## config.mk

```make
export PLATFORM = sky130hd
export DESIGN_NAME = mux4_1_rr
export DESIGN_NICKNAME = d
export VERILOG_FILES = /design/src/rtl/mux4_1_pkg.sv /design/src/rtl/rr_arb4.sv /design/src/rtl/mux4_1_rr.sv
export SDC_FILE = /design/constraint.sdc
export NUM_CORES = 1
export LEC_CHECK = 0
export ABC_AREA = 1
export CAP_MARGIN = 25
export CORE_MARGIN = 3
export CORE_UTILIZATION = 40
export CTS_BUF_LIST = sky130_fd_sc_hd__clkbuf_16
export DETAILED_ROUTE_END_ITERATION = 7
export PLACE_DENSITY = 0.88
export SLEW_MARGIN = 30
export SYNTH_ARGS = -nofsm -noshare
export SYNTH_HDL_FRONTEND = slang
export SYNTH_HIERARCHICAL = 1
export SYNTH_SLANG_ARGS = --single-unit
```

## constraint.sdc

```tcl
create_clock -name CLK -period 3.4 [get_ports CLK]
set_clock_uncertainty 0.15 [all_clocks]
set_input_delay 0.68 -clock CLK [delete_from_list [all_inputs] [get_ports CLK]]
set_output_delay 0.68 -clock CLK [all_outputs]
set_load 0.01 [all_outputs]
```

## src/rtl/mux4_1_pkg.sv

```systemverilog
// mux4_1_pkg: shared lane count, tag type, output state and MSB-first lane index helper
package mux4_1_pkg;
    localparam int LANES = 4;
    localparam int SEL_W = 2;
    typedef logic [SEL_W-1:0] sel_t;
    typedef enum logic {EMPTY, FULL} state_t;
    function automatic sel_t lane_slice(sel_t k);
        return sel_t'(LANES - 1) - k;
    endfunction
endpackage

```

## src/rtl/rr_arb4.sv

```systemverilog
// rr_arb4: 4-way round-robin arbiter from ptr; MUX4_1_RR_PRIO_EN selects fixed priority with lane 0 highest
module rr_arb4
    import mux4_1_pkg::*;
(
    input  logic [LANES-1:0] req,
    input  sel_t             ptr,
    output logic [LANES-1:0] gnt,
    output sel_t             gnt_idx,
    output logic             any
);
    sel_t base;
`ifdef MUX4_1_RR_PRIO_EN
    assign base = '0;
`else
    assign base = ptr;
`endif
    always_comb begin
        gnt_idx = '0;
        any = 1'b0;
        for (int i = LANES - 1; i >= 0; i--)
            if (req[base + sel_t'(i)]) begin
                gnt_idx = base + sel_t'(i);
                any = 1'b1;
            end
        gnt = any ? (LANES'(1) << gnt_idx) : '0;
    end
endmodule

```

## src/rtl/mux4_1_rr.sv

```systemverilog
// mux4_1_rr: 4-to-1 round-robin mux with lane tag and registered output; MUX4_1_RR_PRIO_EN selects fixed priority
module mux4_1_rr
    import mux4_1_pkg::*;
#(
    parameter int WIDTH = 8
) (
    input  logic                   CLK,
    input  logic                   RST,
    input  logic [LANES*WIDTH-1:0] DIN,
    input  logic [LANES-1:0]       VLD,
    output logic [LANES-1:0]       RDY,
    output logic [WIDTH-1:0]       DOUT,
    output sel_t                   SOUT,
    output logic                   VOUT,
    input  logic                   RIN
);
    logic [LANES-1:0] req, gnt;
    sel_t gnt_idx, ptr;
    logic any, load_en, take;
    state_t state, state_nxt;
    rr_arb4 u_arb (
        .req(req),
        .ptr(ptr),
        .gnt(gnt),
        .gnt_idx(gnt_idx),
        .any(any)
    );
    assign VOUT = state == FULL;
    assign load_en = state == EMPTY || RIN;
    assign take = load_en && any;
    always_comb begin
        req = '0;
        for (int k = 0; k < LANES; k++)
            req[k] = VLD[lane_slice(sel_t'(k))];
    end
    always_comb begin
        RDY = '0;
        for (int k = 0; k < LANES; k++)
            RDY[lane_slice(sel_t'(k))] = gnt[k] && load_en && !RST;
    end
    always_comb begin
        state_nxt = take ? FULL : (RIN ? EMPTY : state);
    end
    always_ff @(posedge CLK or posedge RST) begin
        if (RST)
            state <= EMPTY;
        else
            state <= state_nxt;
    end
    always_ff @(posedge CLK or posedge RST) begin
        if (RST) begin
            DOUT <= '0;
            SOUT <= '0;
        end else if (take) begin
            DOUT <= DIN[lane_slice(gnt_idx)*WIDTH +: WIDTH];
            SOUT <= gnt_idx;
        end
    end
`ifdef MUX4_1_RR_PRIO_EN
    assign ptr = '0;
`else
    always_ff @(posedge CLK or posedge RST) begin
        if (RST)
            ptr <= '0;
        else if (take)
            ptr <= gnt_idx + sel_t'(1);
    end
`endif
endmodule
```

==> results of run 1 <==
Yosys cell counts:
library cell	instances
nor2_2	2
inv_2	7
o21a_1	1
xnor2_1	1
inv_1	45
nand2_1	98
nand3_1	21
a31oi_2	1
buf_6	3
nor2_1	8
o21ai_0	2
buf_2	2
o21ai_1	2
inv_4	1
nand4_1	1
dfrtp_1	13
nand2_2	6
layout by cell type (no fill, tap or decap):
cell type and count:
nand3_1 21, nor2_2 2, clkdlybuf4s50_1 49, xnor2_1 1, buf_4 6, dlygate4sd2_1 2, inv_4 1, dlymetal6s2s_1 2
o21a_1 1, nor2_1 8, clkbuf_16 3, o21ai_0 2, nand2_2 6, inv_2 7, o21ai_1 2, inv_1 46
nand2_1 98, a31oi_2 1, nand4_1 1, dfrtp_1 13
registers in the layout, indices dropped and copies added (netlist names):
signal  count
ptr         2
SOUT        2
DOUT        8
VOUT        1
logic make-up after synthesis:
group,after synthesis,share of synthesized area (%)
buffers and inverters,58,20.8
flip-flops,13,27.6
AO/OA/AOI/OAI,6,3.40
XOR/XNOR,1,0.743
AND/OR/NAND/NOR,136,47.5
area by class of cell:
type                       count  area, um2
fill                         264        951
timing repair buffer          59        578
clock inverter                 1       3.75
multi-input combinational    143        608
sequential                    13        325
tap                           31       38.8
clock buffer                   3       75.1
inverter                      53        201
metrics by stage:
step                      cell area (um2)  TNS, ns  utilization, %  cells  total power, uW
after global placement               1750        0            62.9    299             1750
after floorplan                      1180        0               -    214             1380
after detailed placement             1750  -0.0120            62.9    299             1780
after global routing                 1830        0            65.8    303             2210
after CTS                            1830        0            65.6    303             2000
final                                1830        0            65.8    303             1980
worst reg2reg max path, delay by kind of cell, from the launching register on:
kind | cells | cell delay (ns)
buf+inv | 4 | 0.57
flops | 1 | 0.45
simple gates | 13 | 0.96
where the power goes:
part | internal [uW] | total (uW) | switching (uW)
clock | 155 | 217 | 62.4
combinational | 595 | 1460 | 864
sequential | 245 | 305 | 60.1
path summary, 6_finish.rpt:
path | slack (ns) | endpoint | from
max in group asynchronous | 2.32 | DOUT[1]$_DFFE_PP0P_ | RST
worst min-delay path | 0.33 | SOUT[1]$_DFFE_PP0P_ | SOUT[1]$_DFFE_PP0P_
worst min register to register | 0.33 | SOUT[1]$_DFFE_PP0P_ | SOUT[1]$_DFFE_PP0P_
min in group asynchronous | 0.63 | DOUT[5]$_DFFE_PP0P_ | RST
worst max-delay path | 0.26 | RDY[1] | VLD[2]
worst max register to register | 1.16 | DOUT[2]$_DFFE_PP0P_ | ptr[0]$_DFFE_PP0P_
per-layer routing:
| metal | global-route usage [%] | part of all wire (%) |
|---|---|---|
| met5 | 0 | 0 |
| met2 | 29.2 | 47 |
| met1 | 20.4 | 44 |
| met4 | 5.06 | 0.51 |
| met3 | 5.62 | 8.5 |
==> load_flow_metrics.sql, run 1 <==
INSERT INTO impl_metrics (metric_group, metric, value, unit) VALUES
('run_status', 'run_status', 'finished, final reports clean', ''),
('layout', 'area_growth', '55.3', '%'),
('global_route', 'global_route.overflow_total', '0', ''),
('critical_path', 'crit_path_max_incr_delay', '0.47', 'ns'),
('clocking', 'htree_levels', '1', ''),
('sta', 'finalWorstSetupSlack', '0.262', 'ns'),
('synth', 'synth_seq_area_share', '27.6', '%'),
('synth', 'avgSynthCellArea', '5.51', 'um2'),
('clocking', 'cts_post_setup_buffers_inserted', '0', ''),
('synth', 'post_synth_main_area_contributors', 'nand2_1 31%, dfrtp_1 28%, inv_1 14%', ''),
('synth', 'synth_largest_area_cell', 'nand2_1', ''),
('floorplanning', 'die_y', '60.3', 'um'),
('clocking', 'clk-insertion-delay-late', '0.24', 'ns'),
('critical_path', 'cell_family_with_the_largest_share_of_critical_path_delay', 'buffers and inverters', ''),
('placement', 'dpl.hpwl', '2330', 'um'),
('critical_path', 'worst_path_class_setup', 'in2out', ''),
('critical_path', 'crit_path_max_fanout', '4', ''),
('sta', 'final_setup_vio_count', '0', ''),
('detailed_routing', 'detail_route.wirelength', '2940', 'um'),
('clocking', 'cts.sinks', '13', ''),
('floorplanning', 'number_of_top_level_pins', '54', ''),
('sta', 'timing_hold_violations_final', '0', ''),
('hold_path', 'hold_path_class', 'reg2reg', ''),
('global_route', 'grt_antenna_before_repair', '0', ''),
('sta', 'max_slew_margin', '83.8', '%'),
('critical_path', 'critical_path_cell_count', '14', ''),
('critical_path', 'bufs_and_invs_on_worst_path', '6', ''),
('hold_path', 'worst_hold_stages', '2', ''),
('job', 'cap_viol_max_count', '0', ''),
('critical_path', 'crit_path_end_kind', 'output port', ''),
('placement', 'placement.io_buffers', '53', ''),
('sta', 'layout_worst_path_cycle_share', '92.3', '%'),
('clocking', 'tritoncts', 'built', ''),
('critical_path', 'rr_worst_depth', '17', ''),
('clocking', 'clkSlewWorstSetupHoldPaths', '0.04', 'ns'),
('synth', 'syn_nets', '253', ''),
('layout', 'design.final.nets', '312', ''),
('clocking', 'clock_tree.root_cell', 'clkbuf_16', ''),
('global_route', 'largest_net_degree_at_the_start_of_global_routing', '20', ''),
('synth', 'ys_ff_latch', '13', ''),
('floorplanning', 'floorplan.rows', '19', ''),
('layout', 'share_of_post_route_cells_with_drive_strength_above_1', '9.56', '%'),
('global_route', 'grt_util_all_layers', '17.2', '%'),
('placement', 'place.gp.congestion', '0.913', ''),
('sta', 'clock.fmax', '319', 'MHz'),
('sta', 'finalCriticalPeriod', '3.14', 'ns'),
('critical_path', 'cp.arrival', '2.31', 'ns'),
('detailed_routing', 'final_antenna_net_count', '0', ''),
('critical_path', 'cpMaxStageDelayCell', 'clkdlybuf4s50_1', ''),
('critical_path', 'start_kind', 'primary input', ''),
('sta', 'worstMarginPinSlew', '0.243', 'ns'),
('power', 'irDropWorstVdd', '0.833', 'mV'),
('synth', 'mappedNetlistArea', '1180', 'um2'),
('clocking', 'post_cts_resized', '2', ''),
('clocking', 'cts_buffer_depth', '2', ''),
('layout', 'insertedDiodeCount', '0', ''),
('floorplanning', 'core-area', '2780', 'um2'),
('global_route', 'via_count_of_the_first_global_routing_pass', '1196', ''),
('clocking', 'tritoncts.num_buffers', '3', ''),
('power', 'power_dens_cells', '1080', 'nW/um2'),
('synth', 'synth_cell_types', '17', ''),
('detailed_routing', 'count_of_routing_violations_after_the_opening_detailed_route_iteration', '71', ''),
('floorplanning', 'initial_core_util', '42.4', '%'),
('detailed_routing', 'dr.pass1.iters', '4', ''),
('sta', 'unrepaired_setup_endpoints_after_global_routing', 'false', ''),
('critical_path', 'critical_path.most_common_cell', 'nand2_1', ''),
('sta', 'final-max-slew-violation-count', '0', ''),
('placement', 'place_worst_setup_slack', '-0.00891', 'ns'),
('synth', 'synth_top_cell_area_share', '31.2', '%'),
('synth', 'netlist_instances', '214', ''),
('critical_path', 'crit_chain', 'clkdlybuf4s50_1 -> inv_1 -> nand2_1 -> nand3_1 -> nand2_1 -> inv_2 -> o21ai_1 -> nand2_1 -> nand2_2 -> inv_2 -> nor2_2 -> inv_1 -> nor2_1 -> dlygate4sd2_1', ''),
('synth', 'synth_warnings', '6', ''),
('global_route', 'grt_first_pass_wirelength', '4780', 'um'),
('detailed_routing', 'drt-vias-per-instance', '4.52', ''),
('floorplanning', 'die_w', '60.3', 'um'),
('clocking', 'postCtsHoldBufs', '0', ''),
('detailed_routing', 'post-route-drc-count', '0', ''),
('detailed_routing', 'detail_route.wl_per_cell', '9.70', 'um'),
('power', 'leakage_power', '0.00110', 'uW'),
('critical_path', 'crit_required', '2.57', 'ns'),
('sta', 'timing.hold.ws', '0.329', 'ns'),
('floorplanning', 'area_of_the_die', '3630', 'um2'),
('detailed_routing', 'num_vias', '1370', '');
(Power assumes the default switching activity.)
==> run 2, diff against run 1 <==
--- a/config.mk
+++ b/config.mk
@@ -11,7 +11,8 @@
 export CORE_UTILIZATION = 40
 export CTS_BUF_LIST = sky130_fd_sc_hd__clkbuf_16
 export DETAILED_ROUTE_END_ITERATION = 7
-export PLACE_DENSITY = 0.88
+export DONT_BUFFER_PORTS = 1
+export PLACE_DENSITY = 0.66
 export SLEW_MARGIN = 30
 export SYNTH_ARGS = -nofsm -noshare
 export SYNTH_HDL_FRONTEND = slang
==> constraint.sdc (replaced) <==
create_clock -name CLK -period 2.6 [get_ports CLK]
set_clock_uncertainty 0.15 [all_clocks]
set_input_delay 0.52 -clock CLK [delete_from_list [all_inputs] [get_ports CLK]]
set_output_delay 0.52 -clock CLK [all_outputs]
set_load 0.01 [all_outputs]
==> load_flow_metrics.sql, run 2 (same netlist as run 1, synthesis figures left out) <==
INSERT INTO impl_metrics (metric_group, metric, value, unit) VALUES
('power', 'power.share.clock', '12.6', '%'),
('detailed_routing', 'post-route-drc-count', '0', ''),
('detailed_routing', 'count_of_routing_violations_after_the_opening_detailed_route_iteration', '35', ''),
('hold_path', 'hold_path_class', 'in2async', ''),
('critical_path', 'crit_required', '1.93', 'ns'),
('power', 'irDropWorstVdd', '1.25', 'mV'),
('sta', 'max_slew_margin', '85.3', '%'),
('clocking', 'htree_levels', '1', ''),
('critical_path', 'crit_path_max_fanout', '12', ''),
('critical_path', 'rr_worst_depth', '17', ''),
('floorplanning', 'initial_core_util', '42.4', '%'),
('clocking', 'cts.sinks', '13', ''),
('layout', 'share_of_post_route_cells_with_drive_strength_above_1', '13.8', '%'),
('floorplanning', 'number_of_top_level_pins', '54', ''),
('power', 'power_dens_cells', '1790', 'nW/um2'),
('floorplanning', 'area_of_the_die', '3630', 'um2'),
('sta', 'final_setup_vio_count', '0', ''),
('run_status', 'run_status', 'finished, final reports clean', ''),
('power', 'power_switching', '1280', 'uW'),
('sta', 'final-max-slew-violation-count', '0', ''),
('sta', 'finalCriticalPeriod', '2.44', 'ns'),
('global_route', 'largest_net_degree_at_the_start_of_global_routing', '20', ''),
('power', 'leakage_power', '0.000840', 'uW'),
('global_route', 'global_route.overflow_total', '0', ''),
('power', 'switching_share', '54.4', '%'),
('floorplanning', 'die_w', '60.3', 'um'),
('placement', 'placement.io_buffers', '0', ''),
('critical_path', 'crit_chain', 'inv_4 -> nand2_1 -> nand3_1 -> nand2_1 -> a31oi_4 -> inv_4 -> nor2_1 -> inv_1 -> nor2_2', ''),
('layout', 'insertedDiodeCount', '0', ''),
('power', 'p_int', '1070', 'uW'),
('placement', 'dpl-instance-area', '1200', 'um2'),
('layout', 'layoutNonFillerInstCount', '248', ''),
('detailed_routing', 'detail_route.wirelength', '2710', 'um'),
('critical_path', 'start_kind', 'flip-flop', ''),
('critical_path', 'cp.arrival', '1.77', 'ns'),
('placement', 'dp_cells', '243', ''),
('clocking', 'clock_tree.root_cell', 'clkbuf_16', ''),
('power', 'comb_pwr_share', '67.8', '%'),
('critical_path', 'cpMaxStageDelayCell', 'dfrtp_2', ''),
('critical_path', 'worst_path_class_setup', 'reg2out', ''),
('critical_path', 'r2r_start', 'ptr[0]$_DFFE_PP0P_', ''),
('layout', 'top_register', 'DOUT', ''),
('layout', 'area_growth', '11.4', '%'),
('sta', 'worstMarginPinSlew', '0.220', 'ns'),
('floorplanning', 'die_y', '60.3', 'um'),
('detailed_routing', 'dr.pass1.iters', '5', ''),
('global_route', 'grt_antenna_before_repair', '0', ''),
('critical_path', 'r2r_setup_slack', '0.43', 'ns'),
('layout', 'ff_latch_area', '328', 'um2'),
('layout', 'final.fill_count', '318', ''),
('layout', 'largest_register_ffs', '8', ''),
('global_route', 'grt_first_pass_wirelength', '4380', 'um'),
('floorplanning', 'floorplan.rows', '19', ''),
('critical_path', 'critPathLaunch', 'ptr[0]$_DFFE_PP0P_', ''),
('detailed_routing', 'detail_route.wl_per_cell', '10.9', 'um'),
('sta', 'layout_worst_path_cycle_share', '93.8', '%'),
('sta', 'timing_hold_violations_final', '0', ''),
('global_route', 'grt_util_all_layers', '16.3', '%'),
('layout', 'post-route-util', '47.2', '%'),
('layout', 'reg.largest.list', 'DOUT x8, SOUT x2, ptr x2', ''),
('sta', 'clock.fmax', '410', 'MHz'),
('clocking', 'clk-insertion-delay-late', '0.25', 'ns'),
('critical_path', 'crit_path_max_incr_delay', '0.46', 'ns'),
('layout', 'layout_commonest_cell', 'nand2_1', ''),
('detailed_routing', 'drt-vias-per-instance', '4.81', ''),
('clocking', 'cts_buffer_depth', '2', ''),
('critical_path', 'crit_path_end', 'RDY[2]', ''),
('clocking', 'clkSlewWorstSetupHoldPaths', '0.05', 'ns'),
('floorplanning', 'core-area', '2780', 'um2'),
('job', 'cap_viol_max_count', '0', ''),
('clocking', 'tritoncts', 'built', ''),
('detailed_routing', 'num_vias', '1192', ''),
('layout', 'design.final.nets', '257', ''),
('critical_path', 'crit_path_end_kind', 'output port', ''),
('layout', 'multiInputGateArea', '629', 'um2'),
('layout', 'commonest_cells_after_routing_fill_and_taps_aside', '98 x nand2_1, 45 x inv_1, 21 x nand3_1', ''),
('critical_path', 'r2r-end', 'DOUT[5]$_DFFE_PP0P_', ''),
('power', 'report.power.total', '2350', 'uW'),
('placement', 'dpl.hpwl', '2040', 'um'),
('power', 'share_seq_of_total_power', '19.6', '%'),
('global_route', 'via_count_of_the_first_global_routing_pass', '1041', ''),
('layout', 'postLayoutCellArea', '1310', 'um2'),
('clocking', 'tritoncts.num_buffers', '3', ''),
('detailed_routing', 'final_antenna_net_count', '0', ''),
('placement', 'place.gp.congestion', '0.874', '');
run 2: worst min path at each step:
stage / end / slack, ns / startpoint / cells after the start
4_1_cts: DOUT[6]$_DFFE_PP0P_ / 0.09 / RST / 2
5_1_grt: DOUT[6]$_DFFE_PP0P_ / 0.11 / RST / 2
2_1_floorplan: DOUT[0]$_DFFE_PP0P_ / 0.26 / RST / 1
6_report: DOUT[0]$_DFFE_PP0P_ / 0.09 / RST / 2
3_5_place_dp: ptr[0]$_DFFE_PP0P_ / 0.36 / RST / 2
3_3_place_gp: ptr[0]$_DFFE_PP0P_ / 0.35 / RST / 2
run 2: metal layers:
metal | track usage, % | vias to the layer above | routed length, um
li1 | - | 624 | -
met1 | 20.1 | 523 | 1220
met2 | 26.1 | 40 | 1270
met3 | 5.40 | 5 | 166
met4 | 6.65 | 0 | 53
met5 | 0 | - | 0
run 2: metrics by stage:
| stage | setup slack [ns] | setup TNS [ns] | hold WS [ns] |
|---|---|---|---|
| after detailed placement | 0.249 | 0 | 0.356 |
| after CTS | 0.0323 | 0 | 0.0926 |
| after floorplan | 0.507 | 0 | 0.255 |
| after global routing | -0.0207 | -0.0207 | 0.107 |
| final | 0.160 | 0 | 0.0901 |
| after global placement | 0.298 | 0 | 0.352 |
run 2: critical path: cells and delay by family, from the launching register on:
family,cells,cell delay [ns]
buf+inv,3,0.28
compound gates,1,0.26
simple gates,5,0.53
flops,1,0.46
run 2: cell type report:
cell class / instances / area share (%)
Multi-Input combinational cell: 143 / 48.0
Sequential cell: 13 / 25.0
Inverter: 53 / 15.7
Clock buffer: 3 / 5.72
Tap cell: 31 / 2.96
Timing Repair Buffer: 4 / 2.29
Clock inverter: 1 / 0.381
run 2: power by group through the flow:
| stage | sequential [uW] | combinational (uW) | clock, uW |
|---|---|---|---|
| after detailed placement | 457 | 1530 | 0 |
| after CTS | 458 | 1530 | 305 |
| after global routing | 479 | 1870 | 315 |
| after global placement | 459 | 1520 | 0 |
| after floorplan | 428 | 1370 | 0 |
| final | 459 | 1590 | 297 |
run 2: repair_timing:
action / in CTS / in global routing
gates resized for setup: 1 / 8
endpoints found under the setup margin: 2 / 3
hold buffers: 0 / 0
buffers inserted: 0 / 1
==> run 3, diff against run 2 <==
--- a/config.mk
+++ b/config.mk
@@ -12,7 +12,7 @@
 export CTS_BUF_LIST = sky130_fd_sc_hd__clkbuf_16
 export DETAILED_ROUTE_END_ITERATION = 7
 export DONT_BUFFER_PORTS = 1
-export PLACE_DENSITY = 0.66
+export PLACE_DENSITY = 0.64
 export SLEW_MARGIN = 30
 export SYNTH_ARGS = -nofsm -noshare
 export SYNTH_HDL_FRONTEND = slang
==> constraint.sdc (replaced) <==
create_clock -name CLK -period 3 [get_ports CLK]
set_clock_uncertainty 0.15 [all_clocks]
set_input_delay 0.6 -clock CLK [delete_from_list [all_inputs] [get_ports CLK]]
set_output_delay 0.6 -clock CLK [all_outputs]
set_load 0.01 [all_outputs]
==> load_flow_metrics.sql, run 3 (same netlist as run 1, synthesis figures left out) <==
INSERT INTO impl_metrics (metric_group, metric, value, unit) VALUES
('clocking', 'cts.sinks', '13', ''),
('layout', 'reg.largest.list', 'DOUT x8, SOUT x2, ptr x2', ''),
('layout', 'share_of_post_route_cells_with_drive_strength_above_1', '10.7', '%'),
('power', 'power.share.clock', '12.6', '%'),
('critical_path', 'start_kind', 'flip-flop', ''),
('layout', 'area_growth', '7.64', '%'),
('floorplanning', 'core-area', '2780', 'um2'),
('detailed_routing', 'dr.pass1.iters', '4', ''),
('clocking', 'tritoncts', 'built', ''),
('floorplanning', 'die_y', '60.3', 'um'),
('sta', 'unrepaired_setup_endpoints_after_global_routing', 'false', ''),
('clocking', 'tritoncts.num_buffers', '3', ''),
('critical_path', 'r2r-end', 'DOUT[1]$_DFFE_PP0P_', ''),
('floorplanning', 'number_of_top_level_pins', '54', ''),
('power', 'share_seq_of_total_power', '20.7', '%'),
('power', 'irDropWorstVdd', '1.23', 'mV'),
('critical_path', 'crit_required', '2.25', 'ns'),
('detailed_routing', 'num_vias', '1142', ''),
('sta', 'finalCriticalPeriod', '2.77', 'ns'),
('floorplanning', 'floorplan.rows', '19', ''),
('layout', 'final.fill_count', '298', ''),
('global_route', 'grt_first_pass_wirelength', '4230', 'um'),
('critical_path', 'r2r_start', 'ptr[1]$_DFFE_PP0P_', ''),
('hold_path', 'hold_path_class', 'in2async', ''),
('global_route', 'global_route.overflow_total', '0', ''),
('global_route', 'largest_net_degree_at_the_start_of_global_routing', '21', ''),
('placement', 'place_worst_setup_slack', '0.466', 'ns'),
('clocking', 'clock_tree.root_cell', 'clkbuf_16', ''),
('clocking', 'htree_levels', '1', ''),
('placement', 'place.gp.congestion', '0.904', ''),
('detailed_routing', 'final_antenna_net_count', '0', ''),
('sta', 'finalWorstSetupSlack', '0.226', 'ns'),
('sta', 'clock.fmax', '360', 'MHz'),
('critical_path', 'worst_path_class_setup', 'reg2out', ''),
('detailed_routing', 'detail_route.wirelength', '2570', 'um'),
('sta', 'max_slew_margin', '75.0', '%'),
('placement', 'placement.io_buffers', '0', ''),
('critical_path', 'r2r_setup_slack', '0.81', 'ns'),
('critical_path', 'crit_path_end_kind', 'output port', ''),
('clocking', 'clkSlewWorstSetupHoldPaths', '0.04', 'ns'),
('global_route', 'grt_antenna_before_repair', '0', ''),
('sta', 'layout_worst_path_cycle_share', '92.5', '%'),
('layout', 'largest_register_ffs', '8', ''),
('placement', 'dp_cells', '242', ''),
('detailed_routing', 'detail_route.wl_per_cell', '10.4', 'um'),
('critical_path', 'rr_worst_depth', '16', ''),
('critical_path', 'cp.arrival', '2.02', 'ns'),
('job', 'cap_viol_max_count', '0', ''),
('sta', 'worstMarginPinSlew', '0.375', 'ns'),
('detailed_routing', 'drt-vias-per-instance', '4.64', ''),
('sta', 'final.setup.tns', '0', 'ns'),
('detailed_routing', 'count_of_routing_violations_after_the_opening_detailed_route_iteration', '41', ''),
('run_status', 'run_status', 'finished, final reports clean', ''),
('sta', 'timing_hold_violations_final', '0', ''),
('layout', 'layout_commonest_cell', 'nand2_1', ''),
('layout', 'design.final.nets', '255', ''),
('layout', 'layoutNonFillerInstCount', '246', ''),
('power', 'power_switching', '1050', 'uW'),
('power', 'switching_share', '54.5', '%'),
('floorplanning', 'die_w', '60.3', 'um'),
('placement', 'dpl.hpwl', '1990', 'um'),
('sta', 'final_setup_vio_count', '0', ''),
('clocking', 'cts_buffer_depth', '2', ''),
('layout', 'commonest_cells_after_routing_fill_and_taps_aside', '98 x nand2_1, 46 x inv_1, 21 x nand3_1', ''),
('power', 'comb_pwr_share', '66.7', '%'),
('floorplanning', 'area_of_the_die', '3630', 'um2'),
('layout', 'insertedDiodeCount', '0', ''),
('sta', 'final-max-slew-violation-count', '0', ''),
('power', 'leakage_power', '0.000831', 'uW'),
('global_route', 'grt_util_all_layers', '15.1', '%'),
('power', 'power_dens_cells', '1510', 'nW/um2'),
('detailed_routing', 'post-route-drc-count', '0', ''),
('floorplanning', 'initial_core_util', '42.4', '%'),
('critical_path', 'crit_path_max_fanout', '20', ''),
('layout', 'top_register', 'DOUT', ''),
('global_route', 'via_count_of_the_first_global_routing_pass', '1024', ''),
('power', 'p_int', '872', 'uW'),
('clocking', 'clk-insertion-delay-late', '0.24', 'ns');
[run 3: through the flow]
| step | power, uW | instance area, um2 | utilization [%] | hold slack [ns] |
|---|---|---|---|---|
| after floorplan | 1560 | 1180 | - | 0.335 |
| after global placement | 1690 | 1190 | 42.7 | 0.384 |
| after detailed placement | 1680 | 1190 | 42.7 | 0.387 |
| after CTS | 1940 | 1270 | 45.6 | 0.182 |
| after global routing | 2180 | 1270 | 45.6 | 0.195 |
| final | 1920 | 1270 | 45.6 | 0.187 |
[run 3: cell type report]
type	instances	area (um2)	area share, %
clock buffer	3	75.1	5.92
inverter	53	201	15.9
timing repair buffer	2	15.0	1.18
clock inverter	1	3.75	0.296
multi-input combinational	143	608	47.9
tap	31	38.8	3.06
sequential	13	327	25.7
[run 3: how the worst max path moves through the flow]
stage                       start  depth (start not counted)      to  slack [ns]
6_report       ptr[0]$_DFFE_PP0P_                         13  RDY[1]        0.23
4_1_cts        ptr[0]$_DFFE_PP0P_                         13  RDY[1]        0.19
2_1_floorplan              VLD[2]                         10  RDY[3]        0.77
3_5_place_dp   ptr[0]$_DFFE_PP0P_                         13  RDY[1]        0.47
3_3_place_gp   ptr[0]$_DFFE_PP0P_                         13  RDY[1]        0.46
5_1_grt        ptr[0]$_DFFE_PP0P_                         13  RDY[1]        0.04
[run 3: routing by layer]
layer	share of wire, %	routed length (um)	global-route usage, %
met4	0	0	1.90
met3	10	264	6.48
met1	47	1200	20.4
met2	43	1110	23.0
met5	0	0	0
[run 3: repair_timing]
action | 4_1_cts | 5_1_grt
hold buffers | 0 | 0
buffers inserted | 0 | 0
gates resized for setup | 0 | 1
setup endpoints to repair | 0 | 1
[run 3: power groups by stage]
| stage | clock network, uW | registers [uW] | logic, uW |
|---|---|---|---|
| floorplan | 0 | 371 | 1190 |
| global placement | 0 | 397 | 1290 |
| detailed placement | 0 | 396 | 1290 |
| CTS | 251 | 397 | 1300 |
| global route | 262 | 413 | 1500 |
| finish | 242 | 397 | 1280 |
[run 3: worst max-delay path, cell delays in order (launching register included)]
cell and delay [ns]:
dfrtp_2 0.45, inv_2 0.14, nand2_1 0.06, nand2_1 0.10
nand2_2 0.08, nand2_2 0.10, nor2_1 0.05, nor2_1 0.08
nand2_1 0.07, nand2_2 0.11, inv_2 0.17, nor2_2 0.12
inv_1 0.05, nor2_1 0.19
==> variant, RTL diff (flow settings as in run 2) <==
The parameter `WIDTH` goes from 8 to 12.
--- a/src/rtl/mux4_1_rr.sv
+++ b/src/rtl/mux4_1_rr.sv
@@ -3,5 +3,5 @@
     import mux4_1_pkg::*;
 #(
-    parameter int WIDTH = 8
+    parameter int WIDTH = 12
 ) (
     input  logic                   CLK,
Ports: changed (resized DIN and DOUT); port bits go from 54 to 74. No check against the original RTL was run, so the function may have changed too.
==> variant against run 2 <==
Power rose by 24%; design area rose by 26%; sequential cell count increased by 4; utilization down 0.067 points; routed wire length up 30%; worst setup slack worse by 0.011 ns; count of clock-buffer cells in the layout is the same; non-clock buffer count rose by 2; critical path depth up 4; sequential share of layout area up 0.74 points; worst hold slack better by 0.011 ns; via count rose by 28%; area after synthesis grew 31%; critical path type unchanged.
==> variant: results (changes against run 2) <==
[run_status]
outcome = finished, final reports clean  ; unchanged

[detailed_routing]
drt-met1-wl_mm = 1.56  ; was 1.22 mm
vias = 1525  ; was 1192
routed.top_layer = met3  ; was met4
firstDrtPassIters = 4  ; was 5
initialDrtViolationCount = 45  ; was 35
route.met2.wl_mm = 1.63  ; was 1.27 mm
wl_per_cell_um = 10.9  ; about the same
wl_met3_um = 334  ; was 166 um

[global_routing]
grt_pass1_wl_mm = 5.51  ; was 4.38 mm
grt_pass1_vias = 1308  ; was 1041
grt_use_total_pct = 15.7  ; was 16.3%
grt_start_max_net_pins = 25  ; was 20

[logic_synthesis]
seq_area_frac_synth_pct = 27.6  ; about the same
synth_edf_count = 0  ; unchanged
syn_inst = 278  ; was 214
synthMuxAreaShare_pct = 0  ; unchanged
synthTopCellsByArea = nand2_1 (31%), dfrtp_1 (28%), inv_1 (15%)  ; was nand2_1 (31%), dfrtp_1 (28%), inv_1 (14%)
synth_common_cells = nand2_1 (129), inv_1 (61), nand3_1 (29), dfrtp_1 (17), nor2_1 (8)  ; was nand2_1 (98), inv_1 (45), nand3_1 (21), dfrtp_1 (13), nor2_1 (8)
synth-xor-area-share_pct = 0.569  ; was 0.743%
synth_cell_types = 18  ; was 17
synth-compound-area-share_pct = 2.60  ; was 3.40%

[critical_path]
crit_fanout = 10  ; was 12
cp.arrival_ns = 1.78
cp_slowest_cell = dfrtp_2  ; unchanged

[cts]
clockBufferDepth = 2  ; unchanged

[layout]
nFillCells = 391  ; was 318
top_regs = DOUT: 12 flops, SOUT: 2 flops, ptr: 2 flops  ; was DOUT: 8 flops, SOUT: 2 flops, ptr: 2 flops
final_cells = 325  ; was 248
layout.nets = 335  ; was 257
drive_above_1_share_pct = 11.5  ; was 13.8%

[power]
peakVddDrop_uv = 556  ; was 1250 uV
p_leak_nw = 1.08  ; was 0.840 nW

[place]
dp_hpwl_mm = 2.79  ; was 2.04 mm
pre_cts_ws_ns = 0.292  ; was 0.249 ns
gp_congestion = 0.785  ; was 0.874
place_inst = 319  ; was 243
postPlaceCellArea_um2 = 1550  ; was 1200 um2

[sta]
maxSlewHeadroom_pct = 82.5  ; was 85.3%

==> variant: worst paths after layout <==
check / startpoint / to / slack [ns] / cells after the start
min in group CLK: RIN / VOUT / 0.35 / 3
max: ptr[0] / RDY[1] / 0.15 / 13
max reg2reg: ptr[0] / DOUT[1] / 0.48 / 15
min reg2reg: SOUT[1] / SOUT[1] / 0.40 / 2
min: RST / DOUT[1] / 0.10 / 2
max in group asynchronous: RST / ptr[0] / 1.99 / 2
==> variant: area by class of cell <==
cell class                      count  area [um2]  area share [%]
Tap cell                           46        57.6            3.47
Timing Repair Buffer                6        45.0            2.71
Clock buffer                        3        75.1            4.52
Sequential cell                    17         427            25.7
Inverter                           69         267            16.1
Clock inverter                      1        7.51           0.452
Multi-Input combinational cell    183         781            47.1
==> variant: per-layer routing <==
layer  global-route usage, %  vias up
li1                        -      802
met1                    19.1      659
met2                    26.0       64
met3                    7.06        0
met4                    2.23        0
met5                       0        -
==> variant: kinds of logic after synthesis <==
logic type / after synthesis
buf+inv: 78
simple gates: 176
flops: 17
compound gates: 6
xor+xnor: 1
==> variant: stage by stage <==
| stage | hold slack, ns | TNS (ns) |
|---|---|---|
| final | 0.101 | 0 |
| after CTS | 0.112 | 0 |
| after detailed placement | 0.383 | 0 |
| after floorplan | 0.304 | 0 |
| after global routing | 0.132 | -0.0263 |
| after global placement | 0.381 | 0 |
==> variant: power breakdown <==
part | switching (W) | internal, W
clock | 0.000106 | 0.000208
sequential | 0.000176 | 0.000421
combinational | 0.00132 | 0.000681
==> variant: timing repair <==
action                     4_1_cts  5_1_grt
setup endpoints to repair        0        4
buffers inserted                 0        2
resized for setup                0        7
